## src/rtl/apo_input_arbiter.sv

```systemverilog
// -----------------------------------------------------------------------------
// apo_input_arbiter
//
// Input scheduler in front of an apo_router core. Each of the five packet
// inputs (free, r1R, r2R, r1L, r2L) is buffered in its own DEPTH-entry FIFO.
// One packet per cycle is granted to the core by round-robin. The granted
// packet is held on out_pkt until the core accepts it with core_ready.
//
// Ports
//   clk        : clock, rising edge
//   rst_n      : asynchronous active-low reset
//   in_free    : packet from the local node      (bit N2-1 = valid)
//   in_r1R     : packet from right neighbour, s1 (bit N2-1 = valid)
//   in_r2R     : packet from right neighbour, s2 (bit N2-1 = valid)
//   in_r1L     : packet from left neighbour, s1  (bit N2-1 = valid)
//   in_r2L     : packet from left neighbour, s2  (bit N2-1 = valid)
//   core_ready : core accepts out_pkt this cycle (ignored when idle)
//   out_pkt    : packet offered to the core, zero when idle
//   out_grant  : one-hot source of out_pkt (0 free,1 r1R,2 r2R,3 r1L,4 r2L)
//   in_full    : registered per-input FIFO full flags, same bit order
//   drop_cnt   : saturating count of packets dropped on a full FIFO
// -----------------------------------------------------------------------------
module apo_input_arbiter #(
  parameter int N2    = 13,
  parameter int DEPTH = 2,
  parameter int CW    = 8
) (
  input  logic          clk,
  input  logic          rst_n,
  input  logic [N2-1:0] in_free,
  input  logic [N2-1:0] in_r1R,
  input  logic [N2-1:0] in_r2R,
  input  logic [N2-1:0] in_r1L,
  input  logic [N2-1:0] in_r2L,
  input  logic          core_ready,
  output logic [N2-1:0] out_pkt,
  output logic [4:0]    out_grant,
  output logic [4:0]    in_full,
  output logic [CW-1:0] drop_cnt
);

  localparam int NIN  = 5;
  localparam int PW   = (DEPTH > 1) ? $clog2(DEPTH) : 1;
  localparam int CNTW = $clog2(DEPTH + 1);

  typedef enum logic {
    S_EMPTY = 1'b0,
    S_HOLD  = 1'b1
  } state_t;

  // ---------------------------------------------------------------------------
  // Storage and state
  // ---------------------------------------------------------------------------
  logic [N2-1:0]   r_mem   [NIN][DEPTH];
  logic [PW-1:0]   r_wptr  [NIN];
  logic [PW-1:0]   r_rptr  [NIN];
  logic [CNTW-1:0] r_cnt   [NIN];
  logic [4:0]      r_full;
  logic [CW-1:0]   r_drop_cnt;

  state_t          r_state;
  logic [N2-1:0]   r_out_pkt;
  logic [4:0]      r_out_grant;
  logic [2:0]      r_last;

  // ---------------------------------------------------------------------------
  // Combinational decode
  // ---------------------------------------------------------------------------
  logic [N2-1:0]   w_in       [NIN];
  logic [4:0]      w_nonempty;
  logic [4:0]      w_at_depth;
  logic [4:0]      w_push;
  logic [4:0]      w_drop;
  logic [4:0]      w_pop;
  logic [CNTW-1:0] w_cnt_nxt  [NIN];
  logic            w_take;
  logic [2:0]      w_win_idx;
  logic [N2-1:0]   w_head;
  logic [2:0]      w_drop_n;
  logic [CW:0]     w_drop_sum;

  assign w_in[0] = in_free;
  assign w_in[1] = in_r1R;
  assign w_in[2] = in_r2R;
  assign w_in[3] = in_r1L;
  assign w_in[4] = in_r2L;

  // Push/drop are judged on the pre-edge count only, so a packet that meets a
  // full FIFO is dropped even when that FIFO is popped on the same edge.
  always_comb begin
    for (int unsigned i = 0; i < NIN; i++) begin
      w_nonempty[i] = (r_cnt[i] != '0);
      w_at_depth[i] = (r_cnt[i] == CNTW'(DEPTH));
      w_push[i]     = w_in[i][N2-1] && !w_at_depth[i];
      w_drop[i]     = w_in[i][N2-1] &&  w_at_depth[i];
    end
  end

  // Round-robin search starting one past the last grant, wrapping at 5.
  always_comb begin
    int unsigned idx;
    logic        found;
    found     = 1'b0;
    idx       = 0;
    w_win_idx = '0;
    for (int unsigned k = 1; k <= NIN; k++) begin
      idx = (32'(r_last) + k) % NIN;
      if (!found && w_nonempty[idx]) begin
        found     = 1'b1;
        w_win_idx = 3'(idx);
      end
    end
  end

  // A new packet is loaded when the output is idle or the held packet is
  // being accepted on this edge.
  assign w_take = ((r_state == S_EMPTY) || core_ready) && (w_nonempty != '0);

  always_comb begin
    w_head = '0;
    w_pop  = '0;
    for (int unsigned i = 0; i < NIN; i++) begin
      if (w_win_idx == 3'(i)) begin
        w_head   = r_mem[i][r_rptr[i]];
        w_pop[i] = w_take;
      end
    end
  end

  always_comb begin
    for (int unsigned i = 0; i < NIN; i++) begin
      case ({w_push[i], w_pop[i]})
        2'b10:   w_cnt_nxt[i] = r_cnt[i] + CNTW'(1);
        2'b01:   w_cnt_nxt[i] = r_cnt[i] - CNTW'(1);
        default: w_cnt_nxt[i] = r_cnt[i];
      endcase
    end
  end

  always_comb begin
    w_drop_n = '0;
    for (int unsigned i = 0; i < NIN; i++) begin
      w_drop_n = w_drop_n + 3'(w_drop[i]);
    end
    w_drop_sum = {1'b0, r_drop_cnt} + (CW+1)'(w_drop_n);
  end

  // ---------------------------------------------------------------------------
  // FIFO data storage (no reset needed: contents are qualified by r_cnt)
  // ---------------------------------------------------------------------------
  always_ff @(posedge clk) begin
    for (int unsigned i = 0; i < NIN; i++) begin
      if (w_push[i]) begin
        r_mem[i][r_wptr[i]] <= w_in[i];
      end
    end
  end

  // ---------------------------------------------------------------------------
  // FIFO pointers, counts, full flags and drop counter
  // ---------------------------------------------------------------------------
  always_ff @(posedge clk or negedge rst_n) begin
    if (!rst_n) begin
      for (int unsigned i = 0; i < NIN; i++) begin
        r_wptr[i] <= '0;
        r_rptr[i] <= '0;
        r_cnt[i]  <= '0;
      end
      r_full     <= '0;
      r_drop_cnt <= '0;
    end else begin
      for (int unsigned i = 0; i < NIN; i++) begin
        if (w_push[i]) begin
          r_wptr[i] <= r_wptr[i] + PW'(1);
        end
        if (w_pop[i]) begin
          r_rptr[i] <= r_rptr[i] + PW'(1);
        end
        r_cnt[i]  <= w_cnt_nxt[i];
        r_full[i] <= (w_cnt_nxt[i] == CNTW'(DEPTH));
      end
      if (w_drop_sum[CW]) begin
        r_drop_cnt <= '1;
      end else begin
        r_drop_cnt <= w_drop_sum[CW-1:0];
      end
    end
  end

  // ---------------------------------------------------------------------------
  // Output FSM with registered outputs
  // ---------------------------------------------------------------------------
  always_ff @(posedge clk or negedge rst_n) begin
    if (!rst_n) begin
      r_state     <= S_EMPTY;
      r_out_pkt   <= '0;
      r_out_grant <= '0;
      r_last      <= 3'd4;
    end else begin
      case (r_state)
        S_EMPTY: begin
          if (w_take) begin
            r_out_pkt   <= w_head;
            r_out_grant <= 5'b00001 << w_win_idx;
            r_last      <= w_win_idx;
            r_state     <= S_HOLD;
          end
        end
        S_HOLD: begin
          if (w_take) begin
            r_out_pkt   <= w_head;
            r_out_grant <= 5'b00001 << w_win_idx;
            r_last      <= w_win_idx;
          end else if (core_ready) begin
            r_out_pkt   <= '0;
            r_out_grant <= '0;
            r_state     <= S_EMPTY;
          end
        end
        default: begin
          r_state     <= S_EMPTY;
          r_out_pkt   <= '0;
          r_out_grant <= '0;
        end
      endcase
    end
  end

  assign out_pkt   = r_out_pkt;
  assign out_grant = r_out_grant;
  assign in_full   = r_full;
  assign drop_cnt  = r_drop_cnt;

endmodule

```

## config.mk

```make
export PLATFORM = sky130hd
export DESIGN_NAME = apo_input_arbiter
export DESIGN_NICKNAME = d
export VERILOG_FILES = /design/src/rtl/apo_input_arbiter.sv
export SDC_FILE = /design/constraint.sdc
export NUM_CORES = 1
export LEC_CHECK = 0
export CAP_MARGIN = 0
export CORE_UTILIZATION = 42
export DETAILED_ROUTE_END_ITERATION = 8
export PLACE_DENSITY = 0.6
export SYNTH_ARGS = -nofsm -noshare
export SYNTH_HDL_FRONTEND = slang
export SYNTH_SLANG_ARGS = --single-unit
```

## constraint.sdc

```tcl
create_clock -name clk -period 6.25 [get_ports clk]
set_input_delay 0.9375 -clock clk [delete_from_list [all_inputs] [get_ports clk]]
set_output_delay 0.9375 -clock clk [all_outputs]
set_load 0.03 [all_outputs]
```

==> results of run 1 <==
==> worst min-delay path: stages, from the launching register on <==
cell	delay, ps
dfrtp_1	350
nand2_1	50
o31ai_1	60
==> placed cells by master, fill, tap and decap left out, drive strengths merged, types with 5 or more instances in the layout <==
cell type,n
o31ai,16
buf,15
a31oi,18
edfxtp,130
xor2,13
and2,5
nand2,56
a211oi,19
nor2,45
a21oi,31
and3,10
mux2i,61
nor3,12
inv,30
bufinv,5
nor2b,22
dfrtp,54
clkbuf,19
xnor2,25
ha,33
o21ai,50
clkdlybuf4s50,97
nor4,7
o211ai,10
a21o,8
nand3,36
nand2b,12
nand4,5
or2,7
==> worst max path at each step <==
stage                          from          to  slack, ps  cells after the start
after floorplan           r_last[0]  in_full[1]       1050                     23
after global placement    r_last[1]  in_full[2]        810                     22
after detailed placement  r_last[1]  in_full[1]        630                     22
after CTS                 r_last[1]  in_full[1]        580                     22
after global routing      r_last[1]  in_full[1]        130                     22
final                     r_last[1]  in_full[0]        530                     22
==> state kept, by name (all words and copies together) (netlist names) <==
| name | count |
|---|---|
| r_state | 1 |
| r_cnt | 10 |
| drop_cnt | 8 |
| out_grant | 5 |
| out_pkt | 13 |
| r_mem | 130 |
| r_rptr | 5 |
| in_full | 5 |
| r_last | 3 |
| r_wptr | 5 |
==> layout make-up <==
class,instances,area (um2)
tap,285,357
timing repair buffer,112,1080
clock inverter,13,218
inverter,28,105
fill,1975,11000
clock buffer,19,443
sequential,185,5280
multi-input combinational,563,4120
==> stage by stage <==
step,utilization,setup slack (ps),area [um2],instances,hold slack (ps)
after floorplan,-,1050,9720,821,461
after global placement,0.483,806,10900,1173,463
after detailed placement,0.483,635,10900,1173,470
after CTS,0.512,576,11600,1205,484
after global routing,0.512,129,11600,1205,512
final,0.512,528,11600,1205,487
==> kinds of logic (layout without fill, tap and decap cells) <==
family	Yosys count	in the layout
and+or+nand+nor	228	228
AOI/OAI and AO/OA	197	197
DFF	185	185
buffers and inverters	73	172
muxes	64	64
xor gates and xnor gates	38	38
adders and majority gates	36	36
==> per-layer routing <==
| layer | vias up | wire, um | GRT usage |
|---|---|---|---|
| met1 | 3290 | 10800 | 0.281 |
| met3 | 25 | 1030 | 0.0378 |
| met5 | - | 0 | 0 |
| met2 | 199 | 10900 | 0.315 |
| met4 | 0 | 412 | 0.0586 |
| li1 | 3260 | - | - |
==> summary.txt, run 1 <==
Worst hold path
  – Worst-case hold path end point: out_pkt[11]
  – Cell depth of the worst hold path: 2
  – Min-delay src: out_pkt[11]
  – Hold Crit Class: reg -> reg

Synth
  – Register bit total from synthesis: roughly 190
  – Area share of the largest cell type after synthesis: 0.402
  – Post-synth cell types: 84
  – Synthesized Nets: a little over 900
  – Post-Synth Adder-Cell Area: 0.0487
  – Post-Syn Area: 0.00972 mm2
  – Synth Area in Compound Gates: 0.150
  – Number of synthesized flops with an enable pin: 130
  – Yosys warning total: 0
  – Cell accounting for the most synthesized area: edfxtp_1
  – Simple-gate portion of the synthesized area: 0.118
  – Most numerous cell in the Yosys netlist: edfxtp_1
  – Top_reg_cell synth: edfxtp_1
  – Top cells by count, synth: edfxtp_1 (130), mux2i_1 (61), nand2_1 (56)
  – Register area share after synthesis: 0.543
  – Post-synthesis average cell area: ~12 um2
  – Post-Synthesis Cells: 821
  – Mux cell area share after synthesis: 0.0686
  – Largest family of logic cells by synthesized area: compound AO/OA/AOI/OAI gates
  – Ys async rst share: 0.297
  – Synth area leaders: edfxtp_1 (40%), dfrtp_1 (14%), mux2i_1 (6.3%)
  – Fraction of synthesized cell area in xor and xnor cells: 0.0373

Critical path
  – Crit-path max FO: 12
  – Reg2reg start: r_last[1]
  – Crit path largest cell delay: 500 ps
  – Critical path class: reg -> reg
  – Critical path arrival: 6080 ps
  – Worst path required time: 6600 ps
  – Crit. End Element: register
  – R2r endpoint: in_full[0]
  – Worst path bufs/invs: 1
  – Flop2flop setup slack: about 530 ps
  – CP max stage cell: dfrtp_1
  – Crit path top cell by count: ha_1
  – Family with the most delay on the worst path: compound AO/OA/AOI/OAI gates
  – Worst path cell trace: ha_1 -> xnor2_2 -> inv_2 -> ha_1 -> nor3b_1 -> a22oi_1 -> and2_1 -> ha_1 -> nor2b_1 -> a2111o_1 -> o211ai_2 -> mux2i_1 -> a32o_1 -> a32oi_1 -> a2111oi_4 -> o21a_2 -> nor2_1 -> nor2_2 -> ha_1 -> nor2_1 -> xor2_1 -> nor2b_1
  – CP Launch Type: register
  – R2R cell count: 22

Clock tree
  – CTS tree: built
  – Worst skew pair latency: 430 ps
  – Hold_buf cts: 0
  – Post-CTS Resized: 0
  – Post-CTS setup buffer count: 0
  – Clk slew on worst S/H paths: 70 ps
  – Clk sinks: about 190
  – CTS Buf Count: 17
  – CTS root buf: clkbuf_16
  – Htree depth: 4
  – Max clock buf depth: 2

Die
  – Core Region: roughly 0.023 mm2
  – Initial Util: 0.429
  – Chip height: 154 um
  – I/O Pins: 99
  – Rows: between 50 and 60
  – Die area: 0.0238 mm2
  – Die width: 154 um

Global routing
  – Number of global-route vias before repair: 6312
  – First-pass GRT wire length: 35.6 mm
  – Initial antenna violation count: 0
  – Largest net degree at the start of global routing: between 50 and 60
  – GRT overflow: 0
  – Total Routing Usage GR: 0.200

Placed design
  – RePlAce Congestion: 0.896
  – Port Buffers: 98
  – HPWL after DPL: 16.5 mm

Route
  – Vias/cell: between 5 and 6
  – Final WL: between 20 and 25 mm
  – Post-route ant nets: 0
  – Initial DRC count: 510
  – DRC violations left: 0
  – Routed vias: 6774
  – Avg WL per Cell: 19.2 um
  – Initial DRT Pass Iterations: 5

Timing
  – Clock skew: 14.2 ps
  – Unrepaired setup endpoints after global routing: no
  – Fin. max-slew vios: 0
  – Final period util: 0.915
  – Slew headroom: 0.178
  – Fmax: about 170 MHz
  – Tmin final: 5720 ps
  – Hold Fails Final Rpt: 0
  – Setup TNS: 0 ps
  – # setup viols final: 0
  – Worst-margin pin slew: 1230 ps

Run
  – Max-Cap Viols: 0

Status
  – Outcome: complete, no violations

Cells and area
  – Layout cells sized above 1: 0.0989
  – N_diodes: 0
  – Final net count: roughly 1000
  – Area growth, synth to finish: 19.4%
Power of run 1 is left out: the tool's default activity adds up to more than one toggle a clock period on the data nets, which glitch-free logic cannot reach.
==> inputs of run 2 (changes only) <==
Settings changed: MAX_ROUTING_LAYER set to met4.
==> run 2 against run 1 <==
Against the previous run:
- die area did not move
- largest cell class unchanged
- cell area rose by 0.11%
- worst setup slack got worse by 14 ps
- critical path type unchanged
==> summary.txt, run 2 (same netlist as run 1, synthesis figures left out) <==
Timing
  – Clock skew: 17.2 ps (was 14.2 ps)
  – Tmin final: 5740 ps (was 5720 ps)
  – Fmax: 174 MHz (was 175 MHz)
  – Hold Fails Final Rpt: 0 (unchanged)
  – # setup viols final: 0 (unchanged)
  – Final period util: 0.918 (was 0.915)
  – Worst-margin pin slew: 1130 ps (was 1230 ps)
  – Fin. max-slew vios: 0 (unchanged)
  – Setup TNS: 0 ps (unchanged)
  – Unrepaired setup endpoints after global routing: no (unchanged)
  – Slew headroom: 0.244 (was 0.178)

Cells and area
  – N_diodes: 0 (unchanged)
  – Commonest cells after routing, fill and taps aside: edfxtp_1 (130), clkdlybuf4s50_1 (97), mux2i_1 (61) (unchanged)
  – Fillers: 1965 (was 1975)
  – Max FFs per register: 130 (unchanged)
  – Area growth, synth to finish: 19.5% (was 19.4%)
  – Most common cell after layout, fill and taps aside: edfxtp_1 (unchanged)
  – Layout cells sized above 1: 0.102 (was 0.0989)
  – Final net count: 1013 (was 1011)

Clock tree
  – Max clock buf depth: 2 (unchanged)
  – CTS Buf Count: 17 (unchanged)
  – CTS tree: built (unchanged)
  – CTS root buf: clkbuf_16 (unchanged)
  – Worst skew pair latency: 430 ps (about the same)
  – Htree depth: 4 (unchanged)
  – Clk sinks: 185 (unchanged)
  – Clk slew on worst S/H paths: 80 ps (was 70 ps)

Route
  – Routed vias: 6793 (was 6774)
  – Vias/cell: 5.63 (was 5.62)
  – Post-route ant nets: 0 (unchanged)
  – Final WL: 22.9 mm (was 23.1 mm)
  – Initial DRT Pass Iterations: 5 (unchanged)
  – DRC violations left: 0 (unchanged)
  – Avg WL per Cell: 19.0 um (was 19.2 um)
  – Initial DRC count: 523 (was 510)

Global routing
  – Number of global-route vias before repair: 6568 (was 6312)
  – Initial antenna violation count: 0 (unchanged)
  – Total Routing Usage GR: 0.210 (was 0.200)
  – Largest net degree at the start of global routing: 56 (unchanged)
  – First-pass GRT wire length: 36.5 mm (was 35.6 mm)
  – GRT overflow: 0 (unchanged)

Placed design
  – Port Buffers: 98 (unchanged)
  – RePlAce Congestion: 0.904 (was 0.896)
  – HPWL after DPL: 16.6 mm (was 16.5 mm)

Die
  – I/O Pins: 99 (unchanged)
  – Core Region: 0.0226 mm2 (unchanged)
  – Die area: 0.0238 mm2 (unchanged)
  – Initial Util: 0.429 (unchanged)
  – Die width: 154 um (unchanged)
  – Chip height: 154 um (unchanged)
  – Rows: 55 (unchanged)

Run
  – Max-Cap Viols: 0 (unchanged)

Critical path
  – Critical path class: reg -> reg (unchanged)
  – Critical path arrival: 6100 ps (was 6080 ps)
  – CP Launch Type: register (unchanged)
  – Crit-path max FO: 15 (was 12)
  – Crit. End Element: register (unchanged)
  – Worst path required time: 6620 ps (was 6600 ps)

Status
  – Outcome: complete, no violations (unchanged)

Worst hold path
  – Hold Crit Class: reg -> reg (unchanged)
[run 2: cell count changes in the layout (fill, tap and decap cells not counted), moves of 2 or more]
cell / before / now
clkinv_8: 0 / 4
clkinvlp_4: 4 / 0
bufinv_16: 5 / 2
inv_8: 1 / 4
buf_4: 14 / 16
inv_6: 1 / 3
[run 2: per-layer routing]
layer  wire length (um)  share of wire  vias to the layer above  GRT usage
li1                   -              -                     3264          -
met1              10600           0.46                     3293      0.284
met2              10700           0.47                      208      0.316
met3               1160          0.051                       28     0.0380
met4                454          0.020                        0     0.0733
met5                  0              0                        -          -
[run 2: final cells by class]
| type | count | area (um2) | share of cell area |
|---|---|---|---|
| repair buffers | 114 | 1100 | 0.0944 |
| multi-input cells | 563 | 4130 | 0.355 |
| flip-flops and latches | 185 | 5280 | 0.455 |
| inverters | 28 | 105 | 0.00905 |
| clock inverters | 15 | 221 | 0.0191 |
| clock buffers | 17 | 425 | 0.0366 |
| well taps | 285 | 357 | 0.0307 |
[run 2: repair_timing]
item / in CTS / in global routing
setup buffers: 0 / 0
resized for setup: 0 / 1
hold buffers: 0 / 0
endpoints found under the setup margin: 0 / 1
hold endpoints to repair: 0 / 0
[run 2: worst paths after layout]
| path | start | to | slack, ps | cells past startpoint |
|---|---|---|---|---|
| min reg2reg | out_pkt[12] | out_pkt[12] | 480 | 2 |
| min | out_pkt[12] | out_pkt[12] | 480 | 2 |
| min in group asynchronous | rst_n | r_last[0] | 650 | 2 |
| max in group asynchronous | rst_n | r_rptr[0] | 5080 | 2 |
| max reg2reg | r_last[1] | in_full[1] | 510 | 24 |
| max | r_last[1] | in_full[1] | 510 | 24 |
[run 2: worst max-delay path, cell delays in order (launching register included)]
cell and delay (ps):
dfrtp_1 570, ha_1 520, xnor2_4 210, inv_2 180, ha_1 210, nor2_1 80
a211o_1 330, and2_1 210, ha_1 230, nor2b_1 140, a2111o_1 390, o211ai_2 150
mux2i_1 240, a32o_1 280, nand4_1 110, o41a_1 360, and3_1 190, buf_4 190
nand2_1 110, nor2_1 50, buf_4 140, ha_1 300, nor2_1 140, xor2_1 190
nor2b_1 140
[run 2: stage by stage]
step | hold WS, ps | setup slack, ps | utilization | area (um2) | instances
after floorplan | 461 | 1050 | - | 9720 | 821
after global placement | 460 | 645 | 0.484 | 11000 | 1175
after detailed placement | 466 | 488 | 0.484 | 11000 | 1175
after CTS | 481 | 451 | 0.512 | 11600 | 1207
after global routing | 512 | 86.1 | 0.513 | 11600 | 1207
final | 477 | 514 | 0.513 | 11600 | 1207
Power of run 2 is left out for the same reason.
==> inputs of run 3 (changes only) <==
Settings changed: CELL_PAD_IN_SITES_DETAIL_PLACEMENT set to 2, CELL_PAD_IN_SITES_GLOBAL_PLACEMENT set to 2, CORE_UTILIZATION 42 to 39, PLACE_DENSITY 0.6 to 0.78.
==> run 3 against run 2 <==
Against the previous run:
- via count up 3.7%
- worst setup slack worse by 94 ps
- global-route usage up 3.8 points
- clock-buffer cell count unchanged
- die area up 7.6%
- non-clock buffer count down 3
- cell count up 3.1%
- sequential cell count unchanged
- cell area about the same
- highest routed layer unchanged
==> summary.txt, run 3 (same netlist as run 1, synthesis figures left out) <==
Placed design
  – RePlAce Congestion: 0.942 (was 0.904)
  – Port Buffers: 98 (unchanged)
  – HPWL after DPL: 22.4 mm (was 16.6 mm)
  – Placed Instance Area: 0.0110 mm2 (about the same)
  – Dpl cells: 1211 (was 1175)
  – Setup WS pre-CTS: 233 ps (was 488 ps)

Die
  – Die width: 160 um (was 154 um)
  – Chip height: 160 um (was 154 um)
  – Rows: 57 (was 55)
  – Core Region: 0.0244 mm2 (was 0.0226 mm2)
  – Initial Util: 0.398 (was 0.429)
  – Die area: 0.0256 mm2 (was 0.0238 mm2)
  – I/O Pins: 99 (unchanged)

Route
  – Post-route ant nets: 0 (unchanged)
  – Avg WL per Cell: 23.7 um (was 19.0 um)
  – DRC violations left: 0 (unchanged)
  – Initial DRC count: 365 (was 523)
  – Vias/cell: 5.66 (was 5.63)
  – Initial DRT Pass Iterations: 4 (was 5)
  – Final WL: 29.5 mm (was 22.9 mm)
  – Routed vias: 7041 (was 6793)

Timing
  – Clock skew: 17.0 ps (was 17.2 ps)
  – Tmin final: 5830 ps (was 5740 ps)
  – Slew headroom: 0.177 (was 0.244)
  – Final WS setup: 420 ps (was 514 ps)
  – Unrepaired setup endpoints after global routing: no (unchanged)
  – Fin. max-slew vios: 0 (unchanged)
  – Fmax: 172 MHz (was 174 MHz)
  – Worst-margin pin slew: 1230 ps (was 1130 ps)
  – Setup TNS: 0 ps (unchanged)
  – Final period util: 0.933 (was 0.918)
  – Hold Fails Final Rpt: 0 (unchanged)
  – # setup viols final: 0 (unchanged)

Cells and area
  – Final net count: 1010 (was 1013)
  – Layout cells sized above 1: 0.101 (was 0.102)
  – Commonest cells after routing, fill and taps aside: edfxtp_1 (130), clkdlybuf4s50_1 (97), mux2i_1 (61) (unchanged)
  – Final Non-Filler Cells: 1244 (was 1207)
  – Finished Cell Area: 0.0116 mm2 (about the same)
  – Fillers: 2409 (was 1965)
  – Max FFs per register: 130 (unchanged)
  – Area growth, synth to finish: 19.6% (was 19.5%)
  – Most common cell after layout, fill and taps aside: edfxtp_1 (unchanged)

Clock tree
  – Clk sinks: 185 (unchanged)
  – Max clock buf depth: 2 (unchanged)
  – CTS root buf: clkbuf_16 (unchanged)
  – Clk slew on worst S/H paths: 80 ps (about the same)
  – Worst skew pair latency: 440 ps (was 430 ps)
  – Post-CTS setup buffer count: 0 (unchanged)
  – CTS Buf Count: 17 (unchanged)
  – Htree depth: 4 (unchanged)
  – CTS tree: built (unchanged)

Global routing
  – Total Routing Usage GR: 0.248 (was 0.210)
  – First-pass GRT wire length: 46.8 mm (was 36.5 mm)
  – Number of global-route vias before repair: 7841 (was 6568)
  – Initial antenna violation count: 1 (was 0)
  – GRT overflow: 0 (unchanged)
  – Largest net degree at the start of global routing: 56 (unchanged)

Worst hold path
  – Hold Crit Class: reg -> reg (unchanged)

Critical path
  – Crit path largest cell delay: 570 ps (about the same)
  – Crit-path max FO: 12 (was 15)
  – Critical path arrival: 6200 ps (was 6100 ps)
  – Critical path class: reg -> reg (unchanged)
  – Worst path required time: 6620 ps (about the same)
  – Worst path cell trace: ha_2 -> xnor2_4 -> inv_2 -> ha_1 -> nor2_1 -> a211o_1 -> and2_1 -> ha_1 -> nor2b_1 -> a2111o_1 -> o211ai_2 -> mux2i_1 -> a32o_1 -> and3_1 -> nand4_2 -> o221ai_2 -> nand2_1 -> nor2_1 -> ha_1 -> nor2_1 -> xor2_1 -> nor2b_1 (was ha_1 -> xnor2_4 -> inv_2 -> ha_1 -> nor2_1 -> a211o_1 -> and2_1 -> ha_1 -> nor2b_1 -> a2111o_1 -> o211ai_2 -> mux2i_1 -> a32o_1 -> nand4_1 -> o41a_1 -> and3_1 -> buf_4 -> nand2_1 -> nor2_1 -> buf_4 -> ha_1 -> nor2_1 -> xor2_1 -> nor2b_1)
  – CP max stage cell: dfrtp_1 (unchanged)
  – Crit. End Element: register (unchanged)
  – CP Launch Type: register (unchanged)

Run
  – Max-Cap Viols: 0 (unchanged)

Status
  – Outcome: complete, no violations (unchanged)
run 3: critical path: cells and delay by family (launching register included):
family / cells / cell delay (ps)
DFF: 1 / 570
xor gates and xnor gates: 2 / 420
muxes: 1 / 220
and+or+nand+nor: 9 / 1650
adders and majority gates: 4 / 1280
AOI/OAI and AO/OA: 5 / 1440
buffers and inverters: 1 / 180
run 3: area by class of cell:
| cell class | count | area (um2) | share of cell area |
|---|---|---|---|
| Timing Repair Buffer | 111 | 1070 | 0.0924 |
| Multi-Input combinational cell | 563 | 4130 | 0.356 |
| Tap cell | 324 | 405 | 0.0349 |
| Clock inverter | 15 | 196 | 0.0169 |
| Inverter | 28 | 105 | 0.00904 |
| Clock buffer | 17 | 425 | 0.0366 |
| Sequential cell | 185 | 5280 | 0.454 |
| Antenna cell | 1 | 2.50 | 0.000215 |
run 3: per-stage QoR:
step | hold WS, ps | utilization
after floorplan | 461 | -
after global placement | 471 | 0.450
after detailed placement | 491 | 0.450
after CTS | 489 | 0.476
after global routing | 518 | 0.476
final | 482 | 0.476
run 3: path summary, 6_finish.rpt:
| path | startpoint | to | slack, ps | depth (start not counted) |
|---|---|---|---|---|
| max | r_last[1] | in_full[3] | 420 | 22 |
| min | out_grant[4] | out_grant[4] | 480 | 2 |
| max reg2reg | r_last[1] | in_full[3] | 420 | 22 |
| min reg2reg | out_grant[4] | out_grant[4] | 480 | 2 |
| max in group asynchronous | rst_n | out_grant[1] | 5050 | 2 |
| min in group asynchronous | rst_n | out_pkt[10] | 660 | 2 |
run 3: what timing repair did:
| item | 4_1_cts | 5_1_grt |
|---|---|---|
| setup endpoints to repair | 0 | 6 |
| hold buffers | 0 | 0 |
| resized for setup | 0 | 4 |
run 3: routing by layer:
metal	global-route usage	part of all wire	up-vias
li1	-	-	3244
met1	0.311	0.45	3647
met2	0.415	0.50	117
met3	0.0384	0.028	33
met4	0.0719	0.018	0
met5	-	0	-
Power of run 3 is left out for the same reason.
